--- config.mk ---
export PLATFORM = sky130hd
export DESIGN_NAME = countdown_ctrl_flat
export DESIGN_NICKNAME = d
export VERILOG_FILES = /design/src/rtl/countdown_ctrl_if.sv /design/src/rtl/countdown_ctrl.sv /design/src/flat_wrapper.sv
export SDC_FILE = /design/constraint.sdc
export NUM_CORES = 1
export LEC_CHECK = 0
export CAP_MARGIN = 40
export CORE_MARGIN = 4
export CORE_UTILIZATION = 49
export DETAILED_ROUTE_END_ITERATION = 8
export GPL_TIMING_DRIVEN = 0
export PLACE_DENSITY = 0.8
export REMOVE_ABC_BUFFERS = 1
export SKIP_LAST_GASP = 1
export SLEW_MARGIN = 20
export SYNTH_ARGS = -nofsm -noshare
export SYNTH_HDL_FRONTEND = slang
export SYNTH_SLANG_ARGS = --single-unit
--- constraint.sdc ---
create_clock -name i_clk -period 3 [get_ports i_clk]
set_clock_uncertainty 0.15 [all_clocks]
set_input_delay 0.45 -clock i_clk [delete_from_list [all_inputs] [get_ports i_clk]]
set_output_delay 0.45 -clock i_clk [all_outputs]
set_load 0.05 [all_outputs]
--- src/rtl/countdown_ctrl_if.sv ---
// Job-request handshake between a requester and countdown_ctrl.
// The requester presents load_val/auto_reload with start_valid; the controller answers with start_ready.
interface countdown_ctrl_if #(
  parameter int unsigned WIDTH = 4
);
  logic             start_valid;
  logic             start_ready;
  logic [WIDTH-1:0] load_val;
  logic             auto_reload;

  modport master (
    output start_valid,
    output load_val,
    output auto_reload,
    input  start_ready
  );

  modport slave (
    input  start_valid,
    input  load_val,
    input  auto_reload,
    output start_ready
  );
endinterface

--- src/rtl/countdown_ctrl.sv ---
// Sequencing controller for a down-counter: accepts a load value, counts to zero,
// and supports pause, abort and optional auto-reload.
module countdown_ctrl #(
  parameter int unsigned WIDTH  = 4,
  parameter int unsigned WRAP_W = 8
) (
  input  logic              i_clk,
  input  logic              i_reset,
  countdown_ctrl_if.slave   s_if,
  input  logic              i_pause,
  input  logic              i_abort,
  output logic              o_busy,
  output logic [WIDTH-1:0]  o_count,
  output logic              o_tc,
  output logic              o_done,
  output logic [WRAP_W-1:0] o_wraps
);

  typedef enum logic [1:0] {StIdle, StRun, StPaused, StDone} state_e;

  state_e              r_state;
  state_e              w_state_next;
  logic [WIDTH-1:0]    r_count;
  logic [WIDTH-1:0]    w_count_next;
  logic [WIDTH-1:0]    r_reload;
  logic [WIDTH-1:0]    w_reload_next;
  logic                r_ar;
  logic                w_ar_next;
  logic [WRAP_W-1:0]   r_wraps;
  logic [WRAP_W-1:0]   w_wraps_next;

  always_ff @(posedge i_clk) begin
    if (i_reset) begin
      r_state  <= StIdle;
      r_count  <= '0;
      r_reload <= '0;
      r_ar     <= 1'b0;
      r_wraps  <= '0;
    end else begin
      r_state  <= w_state_next;
      r_count  <= w_count_next;
      r_reload <= w_reload_next;
      r_ar     <= w_ar_next;
      r_wraps  <= w_wraps_next;
    end
  end

  // Within RUN the priority is abort, then pause, then counting.
  always_comb begin
    w_state_next  = r_state;
    w_count_next  = r_count;
    w_reload_next = r_reload;
    w_ar_next     = r_ar;
    w_wraps_next  = r_wraps;
    unique case (r_state)
      StIdle: begin
        if (s_if.start_valid) begin
          w_state_next  = StRun;
          w_count_next  = s_if.load_val;
          w_reload_next = s_if.load_val;
          w_ar_next     = s_if.auto_reload;
          w_wraps_next  = '0;
        end
      end
      StRun: begin
        if (i_abort) begin
          w_state_next = StIdle;
          w_count_next = '0;
        end else if (i_pause) begin
          w_state_next = StPaused;
        end else if (r_count != '0) begin
          w_count_next = r_count - WIDTH'(1);
        end else if (r_ar) begin
          w_count_next = r_reload;
          w_wraps_next = r_wraps + WRAP_W'(1);
        end else begin
          w_state_next = StDone;
        end
      end
      StPaused: begin
        if (i_abort) begin
          w_state_next = StIdle;
          w_count_next = '0;
        end else if (!i_pause) begin
          w_state_next = StRun;
        end
      end
      StDone: begin
        w_state_next = StIdle;
      end
      default: begin
        w_state_next = StIdle;
      end
    endcase
  end

  always_comb begin
    s_if.start_ready = (r_state == StIdle);
    o_busy           = (r_state != StIdle);
    o_tc             = (r_state == StRun) && (r_count == '0) && !i_pause && !i_abort;
    o_done           = (r_state == StDone);
    o_count          = r_count;
    o_wraps          = r_wraps;
  end

endmodule

--- src/flat_wrapper.sv ---
// flat-port wrapper written by rule: the top's interface ports become plain ports
module countdown_ctrl_flat 
#(
  parameter int unsigned WIDTH  = 4,
  parameter int unsigned WRAP_W = 8
)
  (i_clk, i_reset, i_pause, i_abort, o_busy, o_count, o_tc, o_done, o_wraps, s_if_start_valid, s_if_load_val, s_if_auto_reload, s_if_start_ready);
  countdown_ctrl_if #(.WIDTH(WIDTH)) s_if_i ();
  input  logic i_clk;
  input  logic i_reset;
  input  logic i_pause;
  input  logic i_abort;
  output logic o_busy;
  output logic [WIDTH-1:0] o_count;
  output logic o_tc;
  output logic o_done;
  output logic [WRAP_W-1:0] o_wraps;
  input wire logic [$bits(s_if_i.start_valid)-1:0] s_if_start_valid;
  input wire logic [$bits(s_if_i.load_val)-1:0] s_if_load_val;
  input wire logic [$bits(s_if_i.auto_reload)-1:0] s_if_auto_reload;
  output wire logic [$bits(s_if_i.start_ready)-1:0] s_if_start_ready;
  assign s_if_i.start_valid = s_if_start_valid;
  assign s_if_i.load_val = s_if_load_val;
  assign s_if_i.auto_reload = s_if_auto_reload;
  assign s_if_start_ready = s_if_i.start_ready;
  countdown_ctrl #(.WIDTH(WIDTH), .WRAP_W(WRAP_W)) u_core (.i_clk(i_clk), .i_reset(i_reset), .s_if(s_if_i), .i_pause(i_pause), .i_abort(i_abort), .o_busy(o_busy), .o_count(o_count), .o_tc(o_tc), .o_done(o_done), .o_wraps(o_wraps));
endmodule
==> flow_summary.yaml <==
outcome:
  status: "finished, final reports clean"
logic_synthesis:
  yosys_warnings: 0
  synth.yosys.seq_area_share_pct: 33.30
  synth_cell_types: 42
  synth_ff_type: "dfxtp_1"
  syn_area_per_cell_um2: 8.525
  async_reset_ff_share_pct: 0
  synth.cell_area_um2: 1142
  syn_inst: 134
  synth_seq_cells: 19
  synth-edff-count: 0
global_routing:
  grt_pass1_vias: 1064
  grt_pass1_wl_mm: 4.526
  grt-ovfl-total: 0
  grt_usage_pct: 17.34
  antenna_found_initial: 0
  grt_max_degree: 17
flow_run:
  drv_cap: 0
floorplan:
  start_util_pct: 51.64
  io_pins: 26
  fp-row-count: 17
  die_y_um: 56.29
  dieWidth_um: 56.29
  fp.coreArea_um2: 2212
  die-area_um2: 3168
cells_and_area:
  num-fill-cells: 203
  design_area_um2: 1416
  final_common_cell: "clkdlybuf4s50_1"
  nets: 176
  syn_to_final_growth_pct: 23.99
  final_cell_count_no_fill: 185
  n_antenna_cell: 0
  drive_gt1_share_pct: 8.280
  regArea_um2: 380.4
  multi_input_area_um2: 686.9
  final_cell_mix: "clkdlybuf4s50_1 (24), dfxtp_1 (19), a21oi_1 (18), inv_1 (10), nand2_1 (9)"
timing:
  final_hold_viol_count: 0
  period_minus_slack_ps: 2875
  drv_slew: 0
  whs_ps: 310.8
  max_freq_mhz: 347.9
  finalCritPeriodShare_pct: 95.82
  setup_slack_ps: 125.3
  relSlewSlack_pct: 63.74
  tightest_slew_ps: 539.7
  finalSetupViolCount: 0
  rsz0062_at_grt: "no"
setup_path:
  critPathSlowestCell: "dlygate4sd2_1"
  crit_buf_inv: 2
  ff2ff_path_depth: 6
  crit_arrival_ps: 2270
  reg2reg_to: "u_core.o_wraps[3]"
  start_kind: "register"
  cp_top_family: "simple AND/OR/NAND/NOR gates"
  crit_type: "register to output port"
  worstPathCellList: "inv_1, ha_1, or3b_1, nor3_1, dlygate4sd2_1"
  crit_path_end_kind: "output port"
  ff2ff_setup_slack_ps: 450
  worstPathMaxFanout: 6
  cpPeakStageDelay_ps: 550
  crit-reg2reg-launch: "u_core.o_count[0]"
  crit_required_ps: 2400
placement:
  detailed_place_hpwl_mm: 1.995
  portBuffers: 25
  dpl_cell_area_um2: 1390
  dp.cells: 181
  post-place-ws_ps: 157.4
  gp_congestion: 0.7445
drt:
  via_count: 1063
  wl_mm: 2.612
  wl_per_cell_um: 14.12
  first_pass_iters: 4
  drt_iter0_drc: 23
  ant_nets: 0
  drt-vias-per-instance: 5.746
  drc: 0
clock_tree:
  cts_tree: "yes"
  cts_hold_buf: 0
  clockRootBuffer: "clkbuf_4"
  clock_latency_ps: 290
  post-cts-setup-buffer-count: 0
  cts_buffers: 3
  cts_buffer_depth: 2
  cts_sinks: 19
  htree_levels: 1
  clk_pin_slew_worst_paths_ps: 110
power_and_ir_drop:
  seq_power_share_pct: 41.2
  comb_power_share_pct: 40.8
  ir_drop_v: 0.0003497
  power_leakage_nw: 0.5407
  power_density_nw_per_um2: 500.2
  power_switching_mw: 0.2737
  p_int_mw: 0.4348
  netSwitchingFraction_pct: 38.63
  clockPowerShare_pct: 18.1
worst_hold_path:
  hold_class: "register to register"
  hold_start: "u_core.r_reload[2]"
  holdPathEnd: "u_core.r_reload[2]"
  holdPathStages: 2
==> kinds of logic after synthesis <==
kind of cell	Yosys count	synth area share, %
adders and majority gates	8	8.763
and+or+nand+nor	42	21.58
buffers and inverters	16	6.572
xor gates and xnor gates	1	0.7668
DFF	19	33.30
muxes	3	2.738
AOI/OAI and AO/OA	45	26.29
==> sequential cells by signal, indices dropped and copies added, names as in the netlist <==
name,flops
u_core.r_reload,4
u_core.r_state,2
u_core.o_count,4
u_core.o_wraps,8
u_core.r_ar,1
==> power by group through the flow <==
stage / combinational [mW] / clock, mW / sequential [mW]
floorplan: 0.169 / 0 / 0.331
global route: 0.315 / 0.144 / 0.295
finish: 0.289 / 0.128 / 0.292
global placement: 0.282 / 0 / 0.296
detailed placement: 0.288 / 0 / 0.297
CTS: 0.288 / 0.135 / 0.292
==> cells in the mapped netlist (2+ instances only) <==
| library cell | instances | area, um2 |
|---|---|---|
| a211oi_1 | 5 | 37.54 |
| a21o_1 | 2 | 15.01 |
| a21oi_1 | 18 | 90.09 |
| a2bb2oi_1 | 2 | 17.52 |
| and3_1 | 2 | 12.51 |
| clkbuf_1 | 3 | 11.26 |
| dfxtp_1 | 19 | 380.4 |
| ha_1 | 8 | 100.1 |
| inv_1 | 10 | 37.54 |
| mux2i_1 | 2 | 20.02 |
| nand2_1 | 9 | 33.78 |
| nand2b_1 | 2 | 12.51 |
| nand3_1 | 6 | 30.03 |
| nand4_1 | 4 | 25.02 |
| nor2b_1 | 2 | 12.51 |
| nor3_1 | 2 | 10.01 |
| o21ai_0 | 7 | 35.03 |
| o21bai_1 | 2 | 15.01 |
| or3_1 | 2 | 12.51 |
| or3_2 | 5 | 37.54 |
==> per-layer routing <==
layer | share of wire, % | global-route usage (%) | vias up
li1 | - | - | 538
met1 | 45 | 21.43 | 503
met2 | 52 | 30.38 | 20
met3 | 2.5 | 2.759 | 2
met4 | 0.46 | 5.763 | 0
met5 | 0 | 0 | -
==> worst max path at each step <==
stage	start	cells past startpoint	to	slack, ps
final	u_core.o_count[0]	5	o_tc	130
after global routing	u_core.o_count[0]	5	o_tc	10
after CTS	u_core.o_count[0]	5	o_tc	110
after detailed placement	u_core.o_count[0]	5	o_tc	160
after global placement	u_core.o_count[0]	5	o_tc	200
after floorplan	u_core.o_count[0]	4	o_tc	-30
==> worst register-to-register path, cell delays in order, from the launching register on <==
cell and delay [ps]:
dfxtp_1 360, inv_1 120, ha_1 210, or3b_1 510, o41a_4 480, or4_1 520
a21oi_1 150
==> stage by stage <==
step	power [mW]	utilization [%]	setup TNS (ps)
detailed placement	0.5854	62.84	0
global placement	0.5784	62.84	0
finish	0.7084	64.03	0
global route	0.7543	64.03	0
floorplan	0.5000	-	-28.32
CTS	0.7150	64.03	0
==> repair_timing <==
item / CTS / global route
setup endpoints to repair: 1 / 0
endpoints found under the hold margin: 0 / 0
resized for setup: 1 / 0
==> area by class of cell <==
type / count / area share, %
Inverter: 10 / 2.650
Timing Repair Buffer: 25 / 17.58
Clock buffer: 3 / 1.590
Multi-Input combinational cell: 99 / 48.50
Clock inverter: 1 / 0.3534
Sequential cell: 19 / 26.86
Tap cell: 28 / 2.473
No activity file was read; power rests on OpenSTA's default activity.
